$ cat src/rtl/fetch_seq32.sv
// Instruction-fetch sequencer: owns the PC, issues one instruction-memory request at a
// time, buffers the fetched word for the decoder and handles branch redirects and links.
module fetch_seq32 #(
  parameter logic [31:0] RESET_PC    = 32'h0000_0000,
  parameter logic [31:0] PIPE_OFFSET = 32'd8,
  parameter int          CNT_W       = 16
) (
  input  logic             clk,
  input  logic             rst,
  input  logic             en,
  output logic             imem_req,
  output logic [31:0]      imem_addr,
  input  logic             imem_ack,
  input  logic [31:0]      imem_rdata,
  output logic [31:0]      instr_out,
  output logic [31:0]      instr_pc,
  output logic             instr_valid,
  input  logic             dec_ready,
  input  logic             br_take,
  input  logic [31:0]      br_pc,
  input  logic [31:0]      br_off,
  input  logic             br_link,
  output logic             link_we,
  output logic [31:0]      link_val,
  output logic [CNT_W-1:0] squash_cnt
);

  typedef enum logic [1:0] {
    S_IDLE,
    S_REQ,
    S_HOLD,
    S_DRAIN
  } state_e;

  state_e             state_q, state_d;
  logic [31:0]        pc_q, pc_d;
  logic [31:0]        addr_q, addr_d;
  logic [31:0]        instr_out_q, instr_out_d;
  logic [31:0]        instr_pc_q, instr_pc_d;
  logic               instr_valid_q, instr_valid_d;
  logic               link_we_q, link_we_d;
  logic [31:0]        link_val_q, link_val_d;
  logic [CNT_W-1:0]   squash_cnt_q, squash_cnt_d;

  logic [31:0]        target_sum;
  logic [31:0]        target;
  logic               accept;
  logic               squash_inc;

  assign target_sum = br_pc + PIPE_OFFSET + br_off;
  assign target     = {target_sum[31:2], 2'b00};
  assign accept     = instr_valid_q & dec_ready & ~br_take;

  // NOTE: every variable gets a default at the top of always_comb so no path can infer a latch.
  always_comb begin
    state_d       = state_q;
    pc_d          = pc_q;
    instr_out_d   = instr_out_q;
    instr_pc_d    = instr_pc_q;
    instr_valid_d = instr_valid_q;
    squash_inc    = 1'b0;
    link_we_d     = br_take & br_link;
    link_val_d    = (br_take && br_link) ? br_pc + 32'd4 : link_val_q;

    unique case (state_q)
      S_IDLE: begin
        if (br_take)  pc_d    = target;
        else if (en)  state_d = S_REQ;
      end
      S_REQ: begin
        if (br_take) begin
          // A word returning in the redirect cycle is wrong-path; refetch at the target.
          pc_d       = target;
          squash_inc = imem_ack;
          state_d    = imem_ack ? S_REQ : S_DRAIN;
        end else if (imem_ack) begin
          instr_out_d   = imem_rdata;
          instr_pc_d    = pc_q;
          instr_valid_d = 1'b1;
          pc_d          = pc_q + 32'd4;
          state_d       = S_HOLD;
        end
      end
      S_HOLD: begin
        if (br_take) begin
          pc_d          = target;
          instr_valid_d = 1'b0;
          squash_inc    = instr_valid_q;
          state_d       = S_REQ;
        end else if (accept) begin
          instr_valid_d = 1'b0;
          state_d       = en ? S_REQ : S_IDLE;
        end
      end
      S_DRAIN: begin
        if (br_take) pc_d = target;
        if (imem_ack) begin
          squash_inc = 1'b1;
          state_d    = S_REQ;
        end
      end
      default: state_d = S_IDLE;
    endcase

    squash_cnt_d = (squash_inc && (squash_cnt_q != '1)) ? squash_cnt_q + CNT_W'(1) : squash_cnt_q;
    // The outstanding request keeps its old address while draining, even though pc already moved.
    addr_d = (state_d == S_DRAIN) ? addr_q : pc_d;
  end

  // NOTE: sequential state uses non-blocking assignments only, so all flops update together.
  always_ff @(posedge clk) begin
    if (rst) begin
      state_q       <= S_IDLE;
      pc_q          <= RESET_PC;
      addr_q        <= RESET_PC;
      instr_out_q   <= '0;
      instr_pc_q    <= '0;
      instr_valid_q <= 1'b0;
      link_we_q     <= 1'b0;
      link_val_q    <= '0;
      squash_cnt_q  <= '0;
    end else begin
      state_q       <= state_d;
      pc_q          <= pc_d;
      addr_q        <= addr_d;
      instr_out_q   <= instr_out_d;
      instr_pc_q    <= instr_pc_d;
      instr_valid_q <= instr_valid_d;
      link_we_q     <= link_we_d;
      link_val_q    <= link_val_d;
      squash_cnt_q  <= squash_cnt_d;
    end
  end

  assign imem_req    = (state_q == S_REQ) || (state_q == S_DRAIN);
  assign imem_addr   = addr_q;
  assign instr_out   = instr_out_q;
  assign instr_pc    = instr_pc_q;
  assign instr_valid = instr_valid_q;
  assign link_we     = link_we_q;
  assign link_val    = link_val_q;
  assign squash_cnt  = squash_cnt_q;

endmodule
$ cat config.mk
export PLATFORM = sky130hd
export DESIGN_NAME = fetch_seq32
export DESIGN_NICKNAME = d
export VERILOG_FILES = /design/src/rtl/fetch_seq32.sv
export SDC_FILE = /design/constraint.sdc
export NUM_CORES = 1
export LEC_CHECK = 0
export BUFFER_PORTS_ARGS = -buffer_cell sky130_fd_sc_hd__buf_2
export CAP_MARGIN = 20
export CORE_MARGIN = 2
export CORE_UTILIZATION = 55
export DETAILED_ROUTE_END_ITERATION = 10
export GPL_TIMING_DRIVEN = 0
export MAX_ROUTING_LAYER = met4
export PLACE_DENSITY = 0.81
export SLEW_MARGIN = 20
export SYNTH_ARGS = -nofsm -noshare
export SYNTH_HDL_FRONTEND = slang
export SYNTH_SLANG_ARGS = --single-unit
$ cat constraint.sdc
create_clock -name clk -period 9.36 [get_ports clk]
set_clock_uncertainty 0.15 [all_clocks]
set_input_delay 1.872 -clock clk [delete_from_list [all_inputs] [get_ports clk]]
set_output_delay 1.872 -clock clk [all_outputs]
set_load 0.005 [all_outputs]
==> flow_summary.toml, run 1 <==
[placed_design]
io_buffers = 248
gp_congestion = 0.932
pre_cts_ws_ns = 4.41
hpwlAfterDp_um = 21300

[die]
design.die.area_mm2 = 0.0184
start_util_pct = 55.6
die_w_um = 135
die_h_um = 135
pin_count = 250
core_mm2 = 0.0171
rows = 48

[cts]
cts_buffer_depth = 2
cts-root-buf = "clkbuf_16"
holdBufCountCts = 0
cts_tree = "done"
clk_pin_slew_worst_paths_ns = 0.07
clk_latency_ns = 0.43
cts_setup_buffers = 0
clock-sinks = 180
cts_buffers = 17
htreeDepth = 4
cts.repair.resized = 0

[critical_path]
startpoint_type = "input pin"
worstPathCellList = "buf_2 -> ha_1 -> ha_1 -> a21oi_1 -> o211ai_1 -> a21oi_1 -> o21a_1 -> o41ai_4 -> a311oi_1 -> xnor2_1 -> mux2i_1 -> a211oi_2"
cp_slowest_cell = "ha_1"
cp-startpoint = "br_pc[5]"
cp.required_ns = 9.56
crit_fanout = 5
slowest_delay_ns = 0.39
r2r-start = "state_q[0]$_SDFF_PP0_"
criticalPathCategory = "in -> reg"
crit_arrival_ns = 4.76
cp-end-kind = "flip-flop"

[flow_run]
drv_cap = 0

[yosys]
yosysTopAreaCellShare_pct = 37.9
synth.largest_area_cell = "dfxtp_1"
synthTopCellsByCount = "nand2_1 (215), dfxtp_1 (180), a21oi_1 (131)"
ys_ff_latch = 180
synth.avg_cell_area_um2 = 8.09
synth_most_common_cell = "nand2_1"
synth_area_leaders = "dfxtp_1 (38%), ha_1 (8.7%), nand2_1 (8.5%)"
yosys_warnings = 0
synth_nets = 1345
async_flop_share_pct = 0
ys_seq_area_share_pct = 37.9
synth_edf_count = 0
synthFlopType = "dfxtp_1"
ys_types = 65
synth_cells = 1175
synth_area_mm2 = 0.00951

[sta]
fin_crit_sh_pct = 48.7
setup_ws_ns = 4.80
fin_tns_setup_ns = 0
rsz0062_at_grt = "no"
drv_slew = 0
worstMarginPinSlew_ns = 0.789
timing.fmax_mhz = 219
hold_viol_final = 0
period_needed_ns = 4.56
setup_violations = 0
hold_ws_ns = 0.302
relSlewSlack_pct = 47.2

[global_route]
grt_max_degree = 17
globalRouteOverflowTotal = 0
grt_pass1_wl_um = 42500
grt_pass1_vias = 8532
antenna_found_initial = 1
grt_use_total_pct = 30.0

[routing]
vias = 9449
drc_errors = 0
wire_per_inst_um = 16.3
wirelength_um = 27400
viasPerCell = 5.62
ant_nets = 0
drtIter0Drc = 672
drt-pass1-iter-count = 5

[power]
seqPwrFrac_pct = 43.4
power.internal_mw = 1.37
swShare_pct = 31.1
comb_power_share_pct = 21.5
p_sw_mw = 0.620
vdd_drop_max_v = 0.000135
power_density_mw_per_mm2 = 172
leakagePower_nw = 5.05
clockPowerShare_pct = 35.2

[final_layout]
area_growth_pct = 22.0
fillers = 1475
ff_latch_area_mm2 = 0.00360
fin_nets = 1612
multi_input_area_mm2 = 0.00559
drive_above_1_share_pct = 20.6

[hold_path]
worstHoldStart = "instr_out[25]$_SDFFE_PP0P_"
hp-class = "reg -> reg"

[run_status]
status = "finished, final reports clean"
==> metrics by stage <==
| step | std cells | power (mW) | util (%) | instance area (µm²) |
|---|---|---|---|---|
| 2_1_floorplan | 1175 | 1.14 | - | 9510 |
| 3_3_place_gp | 1648 | 1.29 | 64.5 | 11000 |
| 3_5_place_dp | 1648 | 1.30 | 64.5 | 11000 |
| 4_1_cts | 1680 | 1.99 | 67.8 | 11600 |
| 5_1_grt | 1681 | 2.08 | 67.8 | 11600 |
| 6_report | 1681 | 1.99 | 67.8 | 11600 |
==> worst paths after layout <==
| check | slack (ns) | cells after the start | to |
|---|---|---|---|
| setup reg to reg | 6.52 | 11 | squash_cnt[9]$_SDFFE_PP0P_ |
| hold reg to reg | 0.30 | 2 | instr_out[25]$_SDFFE_PP0P_ |
| hold / removal | 0.30 | 2 | instr_out[25]$_SDFFE_PP0P_ |
| setup / recovery | 4.80 | 12 | imem_addr[26]$_SDFFE_PP0P_ |
==> power groups by stage <==
stage	Clock (mW)	Combinational (mW)	Sequential, mW
after global routing	0.740	0.472	0.869
after CTS	0.707	0.422	0.863
final	0.701	0.427	0.864
after global placement	0	0.411	0.879
after detailed placement	0	0.418	0.880
after floorplan	0	0.270	0.874
==> layout make-up <==
type / count / area share, %
multi-input cells: 914 / 48.2
flip-flops and latches: 180 / 31.1
repair buffers: 248 / 10.7
clock buffers: 20 / 3.85
well taps: 225 / 2.43
plain buffers: 63 / 2.15
clock inverters: 12 / 1.04
inverters: 18 / 0.582
diodes: 1 / 0.0216
==> state kept, by name, indices dropped and copies added (netlist names), 2 cells and up <==
signal,cells
squash_cnt,16
link_val,32
pc_q,32
instr_out,32
imem_addr,32
state_q,2
instr_pc,32
==> cell usage in the layout, fill, tap and decap left out, types with 5 or more instances in the layout <==
master     synthesis  final
or3_1             10     10
mux2i_1            5      5
o22a_1             5      5
xnor2_1           41     41
nor3_1            16     16
nand4_1           23     23
and3_1            13     13
nor2_1           120    120
a21oi_1          131    131
buf_2              7    255
and2_1             5      5
clkbuf_1          50     52
o211ai_1           5      5
a21o_1            14     14
a211o_1            5      5
nand3_1           34     34
nor2b_1           12     12
a211oi_1          45     45
buf_1              5      5
nand2_1          215    215
a311oi_1           5      5
o21ai_0           28     28
ha_1              66     66
nand2b_1           9      9
dfxtp_1          180    180
inv_1             18     18
a31oi_1            6      6
xor2_1            48     48
clkbuf_16          0     17
==> cell families after synthesis <==
logic type / count (synthesis) / synth area share [%]
mux: 5 / 0.526
simple gates: 476 / 22.7
fa+ha+maj: 67 / 8.89
compound gates: 277 / 18.4
xor+xnor: 89 / 8.20
flops: 180 / 37.9
buf+inv: 81 / 3.33
==> per-layer routing <==
layer	vias to the layer above	GRT usage, %	part of all wire [%]
li1	4652	-	-
met1	4373	37.7	43
met2	373	48.5	46
met3	51	5.13	7.5
met4	0	11.3	2.8
met5	-	-	0
==> critical path: cells and delay by family <==
| kind | cells | cell delay (ns) |
|---|---|---|
| AOI/OAI and AO/OA | 7 | 1.68 |
| xor gates and xnor gates | 1 | 0.22 |
| adders and majority gates | 2 | 0.69 |
| buffers and inverters | 1 | 0.13 |
| muxes | 1 | 0.17 |
No activity file was read; power rests on OpenSTA's default activity.
==> run 2, diff against run 1 <==
- CORE_UTILIZATION: 55 -> 54
- PLACE_DENSITY: 0.81 -> 0.79
- clock period: 9.36 -> 4.75 ns (I/O delays scaled with it)
==> run 2 against run 1 <==
  * Via count down 2.5%
  * Clock power up 94%
  * Cell area about the same
  * Largest cell class unchanged
==> flow_summary.toml, run 2 (synthesis gave the netlist of run 1 again) <==
[sta]
relSlewSlack_pct = 47.4
worstMarginPinSlew_ns = 0.787
rsz0062_at_grt = "no"
hold_ws_ns = 0.299
drv_slew = 0
setup_violations = 0
hold_viol_final = 0
timing.fmax_mhz = 268
setup_ws_ns = 1.02
fin_crit_sh_pct = 78.5
fin_tns_setup_ns = 0
period_needed_ns = 3.73

[cts]
clk_latency_ns = 0.43
cts_buffers = 17
cts-root-buf = "clkbuf_16"
clk_pin_slew_worst_paths_ns = 0.07
cts.repair.resized = 0
htreeDepth = 4
holdBufCountCts = 0
cts_tree = "done"
cts_setup_buffers = 0
cts_buffer_depth = 2
clock-sinks = 180

[global_route]
antenna_found_initial = 1
grt_pass1_vias = 8472
grt_use_total_pct = 29.3
grt_pass1_wl_um = 41900
grt_max_degree = 17
globalRouteOverflowTotal = 0

[final_layout]
stdcell_count = 1681
layout_common_cells = "buf_2 (255), nand2_1 (215), dfxtp_1 (180), a21oi_1 (131), nor2_1 (120)"
fin_nets = 1612
drive_above_1_share_pct = 20.7
fillers = 1502
final_core_util_pct = 67.3
final_common_cell = "buf_2"
area_growth_pct = 22.0

[die]
rows = 48
pin_count = 250
design.die.area_mm2 = 0.0187
die_h_um = 137
core_mm2 = 0.0172
start_util_pct = 55.2
die_w_um = 137

[flow_run]
drv_cap = 0

[hold_path]
hp-class = "reg -> reg"

[routing]
ant_nets = 0
wirelength_um = 26800
viasPerCell = 5.48
drtIter0Drc = 544
drc_errors = 0
vias = 9213
drt-pass1-iter-count = 5
wire_per_inst_um = 15.9

[placed_design]
hpwlAfterDp_um = 20900
placed_cells = 1648
gp_congestion = 0.929
pre_cts_ws_ns = 0.633
io_buffers = 248

[power]
p_sw_mw = 1.22
power_density_mw_per_mm2 = 337
vdd_drop_max_v = 0.000284
comb_power_share_pct = 21.4
leakagePower_nw = 5.05
clockPowerShare_pct = 34.9
seqPwrFrac_pct = 43.7
swShare_pct = 31.4
power.internal_mw = 2.68

[critical_path]
crit_fanout = 3
slowest_delay_ns = 0.55
worstPathCellList = "buf_2 -> ha_1 -> nand3_1 -> fa_1 -> nor2b_1 -> o311a_1 -> o21ai_1 -> a21o_1 -> and3_1 -> a211o_1 -> o311ai_1 -> a211oi_1"
cp_slowest_cell = "o311ai_1"
criticalPathCategory = "in -> reg"
cp.required_ns = 4.88
startpoint_type = "input pin"
crit_arrival_ns = 3.86
cp-end-kind = "flip-flop"

[run_status]
status = "finished, final reports clean"
==> run 2: cell count changes in the layout (fill, tap and decap cells not counted) <==
| cell | before | now |
|---|---|---|
| bufinv_16 | 1 | 0 |
| clkbuf_1 | 52 | 51 |
| clkbuf_8 | 1 | 3 |
| clkinv_2 | 2 | 1 |
| clkinv_4 | 1 | 2 |
| clkinvlp_4 | 3 | 4 |
| inv_6 | 3 | 2 |
==> run 2: per-layer routing <==
layer	wire length, µm	part of all wire [%]	global-route usage [%]	vias to the layer above
met5	0	0	-	-
met4	642	2.4	10.7	0
met3	1850	6.9	5.33	42
met2	12500	47	46.8	319
met1	11800	44	37.1	4207
li1	-	-	-	4645
==> run 2: through the flow <==
stage	area, µm²	total power, mW
3_3_place_gp	11000	2.54
3_5_place_dp	11000	2.56
5_1_grt	11600	4.08
2_1_floorplan	9510	2.25
4_1_cts	11600	3.90
6_report	11600	3.90
==> run 2: final cells by class <==
class                      count  area (µm²)  share of cell area [%]
timing repair buffer         248        1240                    10.7
clock buffer                  21         470                    4.06
sequential                   180        3600                    31.1
tap                          225         282                    2.43
multi-input combinational    914        5590                    48.2
buffer                        63         249                    2.15
inverter                      18        67.6                   0.583
antenna                        1        2.50                  0.0216
clock inverter                11        92.6                   0.798
==> run 2: critical path: cells and delay by family <==
family,cells,cell delay (ns)
compound gates,6,1.57
fa+ha+maj,2,0.71
simple gates,3,0.52
buf+inv,1,0.11
==> run 2: path summary, 6_finish.rpt <==
kind	slack [ns]	end	cells past startpoint	startpoint
max reg2reg	1.92	imem_addr[24]$_SDFFE_PP0P_	12	state_q[1]$_SDFF_PP0_
min reg2reg	0.30	imem_addr[5]$_SDFFE_PP0P_	2	imem_addr[5]$_SDFFE_PP0P_
max	1.02	imem_addr[31]$_SDFFE_PP0P_	12	br_pc[1]
min	0.30	imem_addr[5]$_SDFFE_PP0P_	2	imem_addr[5]$_SDFFE_PP0P_
==> run 2: power by group through the flow <==
stage | Sequential, mW | Combinational [mW] | Clock (mW)
2_1_floorplan | 1.72 | 0.531 | 0
3_3_place_gp | 1.73 | 0.813 | 0
3_5_place_dp | 1.73 | 0.825 | 0
4_1_cts | 1.70 | 0.832 | 1.37
5_1_grt | 1.72 | 0.932 | 1.43
6_report | 1.70 | 0.837 | 1.36
